## config.mk

```make
export PLATFORM = sky130hd
export DESIGN_NAME = mbox_arbiter_flat
export DESIGN_NICKNAME = d
export VERILOG_FILES = /design/src/rtl/mbox_arb_pkg.sv /design/src/rtl/mbox_arbiter_if.sv /design/src/rtl/mbox_rr_pick.sv /design/src/rtl/mbox_arbiter.sv /design/src/flat_wrapper.sv
export SDC_FILE = /design/constraint.sdc
export NUM_CORES = 1
export LEC_CHECK = 0
export CAP_MARGIN = 25
export CORE_MARGIN = 1
export CORE_UTILIZATION = 46
export DETAILED_ROUTE_END_ITERATION = 6
export PLACE_DENSITY = 0.89
export SYNTH_ARGS = -nofsm -noshare
export SYNTH_HDL_FRONTEND = slang
export SYNTH_SLANG_ARGS = --single-unit
```

## constraint.sdc

```tcl
create_clock -name wb_clk_i -period 4.5 [get_ports wb_clk_i]
set_input_delay 0.9 -clock wb_clk_i [delete_from_list [all_inputs] [get_ports wb_clk_i]]
set_output_delay 0.9 -clock wb_clk_i [all_outputs]
set_load 0.01 [all_outputs]
```

## src/rtl/mbox_arb_pkg.sv

```systemverilog
// Shared state encoding, sizing constants and index helper for the
// mailbox byte-port arbiter.
package mbox_arb_pkg;

  typedef enum logic [1:0] {
    ST_IDLE  = 2'd0,
    ST_SHIFT = 2'd1,
    ST_HOLD  = 2'd2
  } arb_state_e;

  localparam int unsigned DEF_WB_DW      = 32;
  localparam int unsigned DEF_WOU_DW     = 8;
  localparam int unsigned BYTES_PER_WORD = DEF_WB_DW / DEF_WOU_DW;

  // Requester indices are carried at the widest supported count.
  localparam int unsigned MAX_REQ    = 8;
  localparam int unsigned PTR_W      = 3;
  localparam int unsigned IDLE_CNT_W = 16;
  localparam int unsigned CNT_W      = 8;

  function automatic logic [PTR_W-1:0] onehot_to_idx(input logic [MAX_REQ-1:0] oh);
    logic [PTR_W-1:0] idx;
    idx = '0;
    for (int i = 0; i < int'(MAX_REQ); i++) begin
      idx = oh[i] ? PTR_W'(i) : idx;
    end
    return idx;
  endfunction

endpackage

```

## src/rtl/mbox_arbiter_if.sv

```systemverilog
// Requester word handshake and MAILBOX byte port of the arbiter.
interface mbox_arbiter_if #(
  parameter int NREQ   = 4,
  parameter int WB_DW  = 32,
  parameter int WOU_DW = 8
);

  logic [NREQ-1:0]       req_valid_i;
  logic [NREQ*WB_DW-1:0] req_dat_i;
  logic [NREQ-1:0]       req_last_i;
  logic [NREQ-1:0]       req_ready_o;
  logic                  mbox_wr_o;
  logic [WOU_DW-1:0]     mbox_do_o;
  logic                  mbox_full_i;
  logic [NREQ-1:0]       grant_o;
  logic                  busy_o;
  logic                  tmo_o;

  modport slave (
    input  req_valid_i, req_dat_i, req_last_i, mbox_full_i,
    output req_ready_o, mbox_wr_o, mbox_do_o, grant_o, busy_o, tmo_o
  );

  modport master (
    output req_valid_i, req_dat_i, req_last_i, mbox_full_i,
    input  req_ready_o, mbox_wr_o, mbox_do_o, grant_o, busy_o, tmo_o
  );

endinterface

```

## src/rtl/mbox_rr_pick.sv

```systemverilog
// Combinational round-robin picker: first valid requester at or above
// rr_ptr_i, wrapping modulo NREQ, returned one-hot.
module mbox_rr_pick
  import mbox_arb_pkg::*;
#(
  parameter int NREQ = 4
) (
  input  logic [NREQ-1:0]  valid_i,
  input  logic [PTR_W-1:0] rr_ptr_i,
  output logic [NREQ-1:0]  winner_o
);

  logic found_s;
  logic hit_s;

  // Scan offsets from the pointer; only the first hit is kept.
  always_comb begin
    winner_o = '0;
    found_s  = 1'b0;
    hit_s    = 1'b0;
    for (int k = 0; k < NREQ; k++) begin
      for (int j = 0; j < NREQ; j++) begin
        hit_s       = !found_s && valid_i[j] && (j == ((int'(rr_ptr_i) + k) % NREQ));
        winner_o[j] = winner_o[j] | hit_s;
        found_s     = found_s | hit_s;
      end
    end
  end

endmodule

```

## src/rtl/mbox_arbiter.sv

```systemverilog
// Shares one MAILBOX byte port among NREQ word requesters: each accepted word
// is serialised LSB byte first, and a multi-word packet keeps the port locked.
module mbox_arbiter
  import mbox_arb_pkg::*;
#(
  parameter int NREQ     = 4,
  parameter int WB_DW    = 32,
  parameter int WOU_DW   = 8,
  parameter int HOLD_TMO = 255
) (
  input  logic          wb_clk_i,
  input  logic          wb_rst_i,
  mbox_arbiter_if.slave bus
);

  localparam int unsigned BPW = WB_DW / WOU_DW;

  arb_state_e             state_q;
  logic [WB_DW-1:0]       buf_q;
  logic [CNT_W-1:0]       byte_cnt_q;
  logic [IDLE_CNT_W-1:0]  idle_cnt_q;
  logic [PTR_W-1:0]       rr_ptr_q;
  logic [PTR_W-1:0]       owner_q;
  logic [NREQ-1:0]        grant_q;
  logic                   last_q;
  logic                   tmo_q;

  logic [NREQ-1:0]        pick_s;
  logic [MAX_REQ-1:0]     pick_wide_s;
  logic [PTR_W-1:0]       pick_idx_s;
  logic [PTR_W-1:0]       next_ptr_s;
  logic [NREQ-1:0]        ready_raw_s;
  logic [NREQ-1:0]        ready_s;
  logic                   accept_s;
  logic [WB_DW-1:0]       word_s;
  logic                   word_last_s;
  logic                   wr_s;
  logic                   last_byte_s;
  logic                   hold_expire_s;

  mbox_rr_pick #(.NREQ(NREQ)) u_pick (
    .valid_i  (bus.req_valid_i),
    .rr_ptr_i (rr_ptr_q),
    .winner_o (pick_s)
  );

  // Handshake decode, one-hot word mux and byte-write strobe.
  always_comb begin
    pick_wide_s              = '0;
    pick_wide_s[NREQ-1:0]    = pick_s;
    pick_idx_s               = onehot_to_idx(pick_wide_s);
    next_ptr_s               = (owner_q == PTR_W'(NREQ-1)) ? '0 : owner_q + PTR_W'(1);

    case (state_q)
      ST_IDLE: ready_raw_s = pick_s;
      ST_HOLD: ready_raw_s = grant_q;
      default: ready_raw_s = '0;
    endcase
    // Ready must be low for the whole reset pulse, not only after an edge.
    ready_s  = wb_rst_i ? '0 : ready_raw_s;
    accept_s = |(bus.req_valid_i & ready_s);

    word_s      = '0;
    word_last_s = 1'b0;
    for (int i = 0; i < NREQ; i++) begin
      word_s      = word_s | (bus.req_dat_i[i*WB_DW +: WB_DW] & {WB_DW{ready_s[i]}});
      word_last_s = word_last_s | (bus.req_last_i[i] & ready_s[i]);
    end

    wr_s          = (state_q == ST_SHIFT) && !bus.mbox_full_i;
    last_byte_s   = (byte_cnt_q == CNT_W'(BPW-1));
    hold_expire_s = (idle_cnt_q == IDLE_CNT_W'(HOLD_TMO-1));
  end

  // Arbiter state machine: load a word, shift it out, lock or release.
  always_ff @(posedge wb_clk_i or posedge wb_rst_i) begin
    if (wb_rst_i) begin
      state_q    <= ST_IDLE;
      buf_q      <= '0;
      byte_cnt_q <= '0;
      idle_cnt_q <= '0;
      rr_ptr_q   <= '0;
      owner_q    <= '0;
      grant_q    <= '0;
      last_q     <= 1'b0;
      tmo_q      <= 1'b0;
    end else begin
      tmo_q <= 1'b0;
      case (state_q)
        ST_IDLE: begin
          if (accept_s) begin
            buf_q      <= word_s;
            last_q     <= word_last_s;
            owner_q    <= pick_idx_s;
            grant_q    <= pick_s;
            byte_cnt_q <= '0;
            state_q    <= ST_SHIFT;
          end else begin
            state_q    <= ST_IDLE;
          end
        end
        ST_SHIFT: begin
          if (wr_s) begin
            buf_q <= buf_q >> WOU_DW;
            if (last_byte_s) begin
              byte_cnt_q <= '0;
              idle_cnt_q <= '0;
              if (last_q) begin
                state_q  <= ST_IDLE;
                rr_ptr_q <= next_ptr_s;
                grant_q  <= '0;
              end else begin
                state_q  <= ST_HOLD;
              end
            end else begin
              byte_cnt_q <= byte_cnt_q + CNT_W'(1);
            end
          end else begin
            state_q <= ST_SHIFT;
          end
        end
        ST_HOLD: begin
          if (accept_s) begin
            buf_q      <= word_s;
            last_q     <= word_last_s;
            byte_cnt_q <= '0;
            idle_cnt_q <= '0;
            state_q    <= ST_SHIFT;
          end else if (hold_expire_s) begin
            state_q    <= ST_IDLE;
            tmo_q      <= 1'b1;
            idle_cnt_q <= '0;
            rr_ptr_q   <= next_ptr_s;
            grant_q    <= '0;
          end else begin
            idle_cnt_q <= idle_cnt_q + IDLE_CNT_W'(1);
          end
        end
        default: begin
          state_q <= ST_IDLE;
          grant_q <= '0;
        end
      endcase
    end
  end

  assign bus.req_ready_o = ready_s;
  assign bus.mbox_wr_o   = wr_s;
  assign bus.mbox_do_o   = buf_q[WOU_DW-1:0];
  assign bus.grant_o     = grant_q;
  assign bus.busy_o      = (state_q != ST_IDLE);
  assign bus.tmo_o       = tmo_q;

endmodule

```

## src/flat_wrapper.sv

```systemverilog
// flat-port wrapper written by rule: the top's interface ports become plain ports
module mbox_arbiter_flat import mbox_arb_pkg::*;
#(
  parameter int NREQ     = 4,
  parameter int WB_DW    = 32,
  parameter int WOU_DW   = 8,
  parameter int HOLD_TMO = 255
)
  (wb_clk_i, wb_rst_i, bus_req_valid_i, bus_req_dat_i, bus_req_last_i, bus_mbox_full_i, bus_req_ready_o, bus_mbox_wr_o, bus_mbox_do_o, bus_grant_o, bus_busy_o, bus_tmo_o);
  mbox_arbiter_if #(.NREQ(NREQ), .WB_DW(WB_DW), .WOU_DW(WOU_DW)) bus_i ();
  input  logic wb_clk_i;
  input  logic wb_rst_i;
  input wire logic [$bits(bus_i.req_valid_i)-1:0] bus_req_valid_i;
  input wire logic [$bits(bus_i.req_dat_i)-1:0] bus_req_dat_i;
  input wire logic [$bits(bus_i.req_last_i)-1:0] bus_req_last_i;
  input wire logic [$bits(bus_i.mbox_full_i)-1:0] bus_mbox_full_i;
  output wire logic [$bits(bus_i.req_ready_o)-1:0] bus_req_ready_o;
  output wire logic [$bits(bus_i.mbox_wr_o)-1:0] bus_mbox_wr_o;
  output wire logic [$bits(bus_i.mbox_do_o)-1:0] bus_mbox_do_o;
  output wire logic [$bits(bus_i.grant_o)-1:0] bus_grant_o;
  output wire logic [$bits(bus_i.busy_o)-1:0] bus_busy_o;
  output wire logic [$bits(bus_i.tmo_o)-1:0] bus_tmo_o;
  assign bus_i.req_valid_i = bus_req_valid_i;
  assign bus_i.req_dat_i = bus_req_dat_i;
  assign bus_i.req_last_i = bus_req_last_i;
  assign bus_i.mbox_full_i = bus_mbox_full_i;
  assign bus_req_ready_o = bus_i.req_ready_o;
  assign bus_mbox_wr_o = bus_i.mbox_wr_o;
  assign bus_mbox_do_o = bus_i.mbox_do_o;
  assign bus_grant_o = bus_i.grant_o;
  assign bus_busy_o = bus_i.busy_o;
  assign bus_tmo_o = bus_i.tmo_o;
  mbox_arbiter #(.NREQ(NREQ), .WB_DW(WB_DW), .WOU_DW(WOU_DW), .HOLD_TMO(HOLD_TMO)) u_core (.wb_clk_i(wb_clk_i), .wb_rst_i(wb_rst_i), .bus(bus_i));
endmodule
```

==> results of run 1 <==
==> how the worst max path moves through the flow <==
stage | start | end | slack, ns | cells past startpoint
after floorplan | wb_rst_i | u_core.buf_q[0] | 0.50 | 8
after global placement | bus_req_valid_i[3] | bus_req_ready_o[2] | 0.59 | 5
after detailed placement | bus_req_valid_i[3] | bus_req_ready_o[0] | 0.56 | 6
after CTS | bus_req_valid_i[3] | bus_req_ready_o[0] | 0.56 | 6
after global routing | bus_req_valid_i[2] | bus_req_ready_o[0] | 0.46 | 6
final | bus_req_valid_i[3] | bus_req_ready_o[0] | 0.54 | 6
==> metrics by stage <==
| stage | cells | utilization (%) | hold WS, ns | total power (uW) | area (um^2) |
|---|---|---|---|---|---|
| 6_report | 789 | 64.9 | 0.487 | 2470 | 6310 |
| 5_1_grt | 789 | 64.9 | 0.515 | 2610 | 6310 |
| 3_5_place_dp | 775 | 62.9 | 0.479 | 1950 | 6120 |
| 2_1_floorplan | 526 | - | 0.431 | 1590 | 4600 |
| 4_1_cts | 789 | 64.9 | 0.480 | 2460 | 6310 |
| 3_3_place_gp | 775 | 62.9 | 0.453 | 1910 | 6120 |
==> where the power goes <==
part	switching [uW]	total, uW	internal (uW)	leakage [uW]
Combinational	477	984	508	0.00157
Sequential	174	976	802	0.000869
Clock	230	510	280	0.0000983
==> cells by family (layout without fill, tap and decap cells) <==
logic type               count (synthesis)  in the layout  synth area share [%]
flip-flops                              68             68                  37.0
XOR/XNOR                                 1              1                 0.190
buffers and inverters                   89            219                  9.51
AO/OA/AOI/OAI                          220            220                  35.1
adder cells (fa/ha/maj)                  4              4                  1.09
multiplexers                             3              3                 0.706
AND/OR/NAND/NOR                        141            141                  16.4
==> cell usage in the layout (no fill, tap or decap), types with 19 or more instances in the layout <==
cell,n
clkdlybuf4s50_1,157
nand2_1,34
o21ai_1,19
a21oi_1,41
a31oi_1,27
inv_1,35
a222oi_1,22
nor2_1,32
dfrtp_1,68
==> layer usage <==
metal  wire (um)  vias to the layer above  global-route usage (%)
li1            -                     2246                       -
met1        6160                     2352                    38.1
met2        7230                      254                    45.8
met3        1130                       25                    4.65
met4         315                        0                    10.8
met5           0                        -                       0
==> sequential cells by signal, indices dropped and copies added, names as in the netlist <==
signal,cells
u_core.buf_q,32
u_core.idle_cnt_q,16
u_core.byte_cnt_q,8
u_core.bus.grant_o,4
u_core.owner_q,2
u_core.rr_ptr_q,2
u_core.state_q,2
u_core.bus.tmo_o,1
u_core.last_q,1
==> layout make-up <==
cell class | instances | area (um^2)
inverters | 39 | 146
clock buffers | 12 | 155
flip-flops and latches | 68 | 1700
well taps | 133 | 166
repair buffers | 166 | 1640
multi-input cells | 369 | 2470
clock inverters | 2 | 35.0
fillers | 811 | 3420
==> summary.md, run 1 <==
| Metric | Value |
|---|---|
| Initial Util | `47.3%` |
| WL final | `14800 um` |
| Critical Path Source Type | `input pin` |
| 1st-pass router iterations | `7` |
| Worst skew pair latency | `0.35 ns` |
| Pleak | `0.00254 uW` |
| Clk buf depth | `2` |
| Hold EP | `u_core.state_q[1]` |
| Skew final | `0.00700 ns` |
| TritonCTS buffer count | `9` |
| CP Cell Sequence | `clkdlybuf4s50_1 > or2_1 > a21oi_1 > a31oi_1 > nor3_2 > clkdlybuf4s50_1` |
| Kind of critical path | `in -> out` |
| RD Place Congestion | `0.886` |
| Final Hold Fails | `0` |
| Failing checks | `DRC` |
| Total congestion overflow | `0` |
| CP bufs+invs | `2` |
| CP delay by family, top | `buffers and inverters` |
| Ys Warns | `0` |
| CTS sink count | `68` |
| Post-synthesis sequential area ratio | `37.0%` |
| Worst hold path cell count | `1` |
| Arr. time, crit path | `3.06 ns` |
| Syn Nets | `669` |
| Cells after synthesis | `526` |
| Min Tclk post-route | `3.96 ns` |
| Period utilisation layout | `88.0%` |
| H-tree lvl count | `3` |
| DRC violations left | `3` |
| CP Data Required Time | `3.60 ns` |
| Post-synth top area share | `37.0%` |
| Commonest cells post-synth | `dfrtp_1 (68), a21oi_1 (41), inv_1 (36)` |
| Worst R2R Start | `u_core.state_q[0]` |
| Peak supply drop | `0.000166 V` |
| Vias in the first global route | `4542` |
| CORE AREA | `0.00973 mm^2` |
| Slew at the pin closest to its max-slew limit | `0.963 ns` |
| DIE AREA | `0.0104 mm^2` |
| Reg2Reg Setup Slack | `1.54 ns` |
| Initial drt markers | `434` |
| Cell with the most instances after synthesis | `dfrtp_1` |
| Yosys top cell by area | `dfrtp_1` |
| Global-route wire length before repair | `22600 um` |
| Dominant cells by area after synthesis | `dfrtp_1 (37%), a222oi_1 (4.8%), a21oi_1 (4.5%)` |
| Worst min path class | `reg -> reg` |
| Critical path peak fanout | `13` |
| Max_cap viols | `0` |
| PostCTS Resize Cnt | `0` |
| FMAX | `253 MHz` |
| Post-DRT Antenna Nets | `0` |
| Critical path capture point type | `output port` |
| Mapped Area | `0.00460 mm^2` |
| Hold_buf cts | `0` |
| Postcts setup bufs | `0` |
| Number of top-level pins | `158` |
| DR WL/cell | `18.8 um` |
| Vias per cell | `6.18` |
| Layout cells sized above 1 | `7.47%` |
| Root Buffer | `clkbuf_8` |
| Die height | `102 um` |
| Mean post-synth cell area | `8.75 um^2` |
| Clock-pin transition on the worst setup and hold timing paths | `0.07 ns` |
| Synth async-reset ratio | `100%` |
| Synthesis-to-layout area growth | `37.1%` |
| Pin count of the biggest net entering global routing | `54` |
| Setup_tns | `0 ns` |
| Fin nets | `796` |
| PortBufs | `157` |
| #FFs+latches synth | `68` |
| Synth Flop Type | `dfrtp_1` |
| Initial antenna violation count | `0` |
| CTS tree | `yes` |
| Chip width | `102 um` |
| Max Slew Vio Count | `0` |
| # setup viols final | `0` |
| Total track usage | `28.3%` |
| Via count | `4877` |
| Slew HR | `35.8%` |
| Slowest Stage Delay on Critical Path | `0.64 ns` |
| Critical R2R Capture | `u_core.byte_cnt_q[7]` |
| # diodes | `0` |
| Dpl ws | `0.562 ns` |
| Critical Path Slowest Stage Cell | `clkdlybuf4s50_1` |
| Hold wc startpoint | `u_core.last_q` |
| Reg2Reg Depth | `7` |
| Post-route setup slack | `0.541 ns` |
| P per Cell Area | `391 mW/mm^2` |
| Final HPWL DP | `11000 um` |
| EDFF count, synth | `0` |
| # rows | `36` |
| RSZ-0062 raised after global routing | `no` |
| Crit path top cell by count | `clkdlybuf4s50_1` |
| Run status | `finished, violations left` |
| Yosys cell types | `67` |
(Power assumes the default switching activity.)
==> run 2, diff against run 1 <==
--- a/config.mk
+++ b/config.mk
@@ -6,6 +6,7 @@
 export NUM_CORES = 1
 export LEC_CHECK = 0
 export CAP_MARGIN = 25
+export CORE_ASPECT_RATIO = 0.8
 export CORE_MARGIN = 1
 export CORE_UTILIZATION = 46
 export DETAILED_ROUTE_END_ITERATION = 6
==> run 2 against run 1 <==
Compared with the run above:
- the run now ends clean
- combinational power up 1%
- utilization up 1.1 points
- die area about the same
- first-iteration DRC count up 30%
- sequential cell count unchanged
- global-route usage up 0.70 points
- non-clock buffer count unchanged
- design area up 1.3%
- critical path type unchanged
- critical endpoint unchanged
- largest cell class unchanged
- highest routed layer unchanged
==> summary.md, run 2 (synthesis results as in run 1) <==
| Metric | Value |
|---|---|
| Run status | `completed (was finished, violations left)` |
| Clock power share | `24.5% (was 20.6%)` |
| Max Slew Vio Count | `0 (unchanged)` |
| Total power | `2610 uW (was 2470 uW)` |
| Max reg flops | `32 (unchanged)` |
| Worst min path class | `reg -> reg (unchanged)` |
| Synthesis-to-layout area growth | `38.9% (was 37.1%)` |
| Post-route setup slack | `0.423 ns (was 0.541 ns)` |
| Critical path capture point type | `output port (unchanged)` |
| P_int | `1700 uW (was 1590 uW)` |
| CP delay by family, top | `buffers and inverters (unchanged)` |
| PostCTS Resize Cnt | `0 (unchanged)` |
| RD Place Congestion | `0.920 (was 0.886)` |
| Combinational share of power | `38.1% (was 39.8%)` |
| Worst R2R Start | `u_core.state_q[1] (was u_core.state_q[0])` |
| Clk buf depth | `2 (unchanged)` |
| Clock-pin transition on the worst setup and hold timing paths | `0.05 ns (was 0.07 ns)` |
| Arr. time, crit path | `3.18 ns (was 3.06 ns)` |
| Max_cap viols | `0 (unchanged)` |
| Post-DRT Antenna Nets | `0 (unchanged)` |
| DRC violations left | `0 (was 3)` |
| Period utilisation layout | `90.6% (was 88.0%)` |
| CP Data Required Time | `3.60 ns (about the same)` |
| DIE AREA | `0.0104 mm^2 (about the same)` |
| Fin nets | `796 (unchanged)` |
| # diodes | `0 (unchanged)` |
| Initial Util | `47.5% (was 47.3%)` |
| Slowest Stage Delay on Critical Path | `0.65 ns (was 0.64 ns)` |
| WL final | `14800 um (about the same)` |
| Most flops, register | `u_core.buf_q (unchanged)` |
| Initial drt markers | `565 (was 434)` |
| Most common cell after layout, fill and taps aside | `clkdlybuf4s50_1 (unchanged)` |
| Global-route wire length before repair | `23600 um (was 22600 um)` |
| Die height | `91.5 um (was 102 um)` |
| Vias in the first global route | `4748 (was 4542)` |
| Critical Path Slowest Stage Cell | `clkdlybuf4s50_1 (unchanged)` |
| Hold_buf cts | `0 (unchanged)` |
| P per Cell Area | `408 mW/mm^2 (was 391 mW/mm^2)` |
| Total track usage | `29.0% (was 28.3%)` |
| Chip width | `114 um (was 102 um)` |
| FMAX | `245 MHz (was 253 MHz)` |
| FILL cells | `763 (was 811)` |
| Final HPWL DP | `10600 um (was 11000 um)` |
| Layout cells sized above 1 | `7.75% (was 7.47%)` |
| Top flop regs | `u_core.buf_q x32, u_core.idle_cnt_q x16, u_core.byte_cnt_q x8 (unchanged)` |
| Kind of critical path | `in -> out (unchanged)` |
| Peak supply drop | `0.000209 V (was 0.000166 V)` |
| RSZ-0062 raised after global routing | `no (unchanged)` |
| Number of top-level pins | `158 (unchanged)` |
| PortBufs | `157 (unchanged)` |
| # rows | `32 (was 36)` |
| Final Hold Fails | `0 (unchanged)` |
| Worst skew pair latency | `0.33 ns (was 0.35 ns)` |
| Most frequent cells in the layout | `clkdlybuf4s50_1 (157), dfrtp_1 (68), a21oi_1 (41), inv_1 (35), nand2_1 (34) (unchanged)` |
| Critical path peak fanout | `13 (unchanged)` |
| Min Tclk post-route | `4.08 ns (was 3.96 ns)` |
| CP Cell Sequence | `clkdlybuf4s50_1 > or2_1 > a21oi_1 > a31oi_1 > nor3_2 > clkdlybuf4s50_1 (unchanged)` |
| Slew HR | `31.6% (was 35.8%)` |
| Skew final | `0.00480 ns (was 0.00700 ns)` |
| Via count | `4879 (was 4877)` |
| Setup_tns | `0 ns (unchanged)` |
| Critical Path Source Type | `input pin (unchanged)` |
| Switching Share | `35.0% (was 35.7%)` |
| Hold wc startpoint | `u_core.last_q (unchanged)` |
| Slew at the pin closest to its max-slew limit | `1.03 ns (was 0.963 ns)` |
| 1st-pass router iterations | `6 (was 7)` |
| Total congestion overflow | `0 (unchanged)` |
| CP startpoint | `bus_req_valid_i[3] (unchanged)` |
| CP bufs+invs | `2 (unchanged)` |
| # setup viols final | `0 (unchanged)` |
| CORE AREA | `0.00969 mm^2 (was 0.00973 mm^2)` |
| CTS tree | `yes (unchanged)` |
| H-tree lvl count | `3 (unchanged)` |
| Pleak | `0.00257 uW (was 0.00254 uW)` |
| Initial antenna violation count | `0 (unchanged)` |
| Postcts setup bufs | `0 (unchanged)` |
| Reg power frac | `37.3% (was 39.5%)` |
| DR WL/cell | `18.6 um (was 18.8 um)` |
| Sw power | `912 uW (was 881 uW)` |
| Root Buffer | `clkbuf_16 (was clkbuf_8)` |
| Crit path top cell by count | `clkdlybuf4s50_1 (unchanged)` |
| Pin count of the biggest net entering global routing | `69 (was 54)` |
| CTS sink count | `68 (unchanged)` |
| TritonCTS buffer count | `9 (unchanged)` |
| Vias per cell | `6.14 (was 6.18)` |
| Dpl ws | `0.521 ns (was 0.562 ns)` |
==> run 2: routing by layer <==
layer  routed length [um]  global-route usage (%)
met1                 6030                    37.3
met2                 6990                    48.2
met3                 1290                    5.74
met4                  454                    10.9
met5                    0                       0
==> run 2: cell type report <==
class | count | area [um^2] | share of cell area, %
Clock inverter | 5 | 27.5 | 0.430
Clock buffer | 11 | 243 | 3.79
Inverter | 39 | 146 | 2.29
Tap cell | 136 | 170 | 2.66
Sequential cell | 68 | 1700 | 26.6
Multi-Input combinational cell | 369 | 2470 | 38.6
Timing Repair Buffer | 166 | 1640 | 25.6
==> run 2: power by group through the flow <==
stage                     logic (uW)  registers, uW  clock network [uW]
after detailed placement         974            973                   0
after global routing            1080            995                 669
final                            994            974                 639
after floorplan                  682            910                   0
after global placement           939            964                   0
after CTS                        986            968                 644
==> run 2: path summary, 6_finish.rpt <==
check                      cells past startpoint              endpoint  slack, ns
setup reg to reg                               6  u_core.byte_cnt_q[4]       1.83
max in group asynchronous                      3     u_core.state_q[0]       2.28
hold reg to reg                                1     u_core.state_q[1]       0.47
min in group asynchronous                      3       u_core.buf_q[2]       1.67
hold / removal                                 1     u_core.state_q[1]       0.47
setup / recovery                               6    bus_req_ready_o[0]       0.42
==> run 2: metrics by stage <==
| stage | cells | util [%] | hold slack (ns) | area (um^2) |
|---|---|---|---|---|
| finish | 794 | 66.0 | 0.465 | 6400 |
| CTS | 794 | 66.0 | 0.470 | 6400 |
| detailed placement | 778 | 63.2 | 0.466 | 6130 |
| global route | 794 | 66.0 | 0.484 | 6400 |
| global placement | 778 | 63.2 | 0.451 | 6130 |
| floorplan | 526 | - | 0.431 | 4600 |
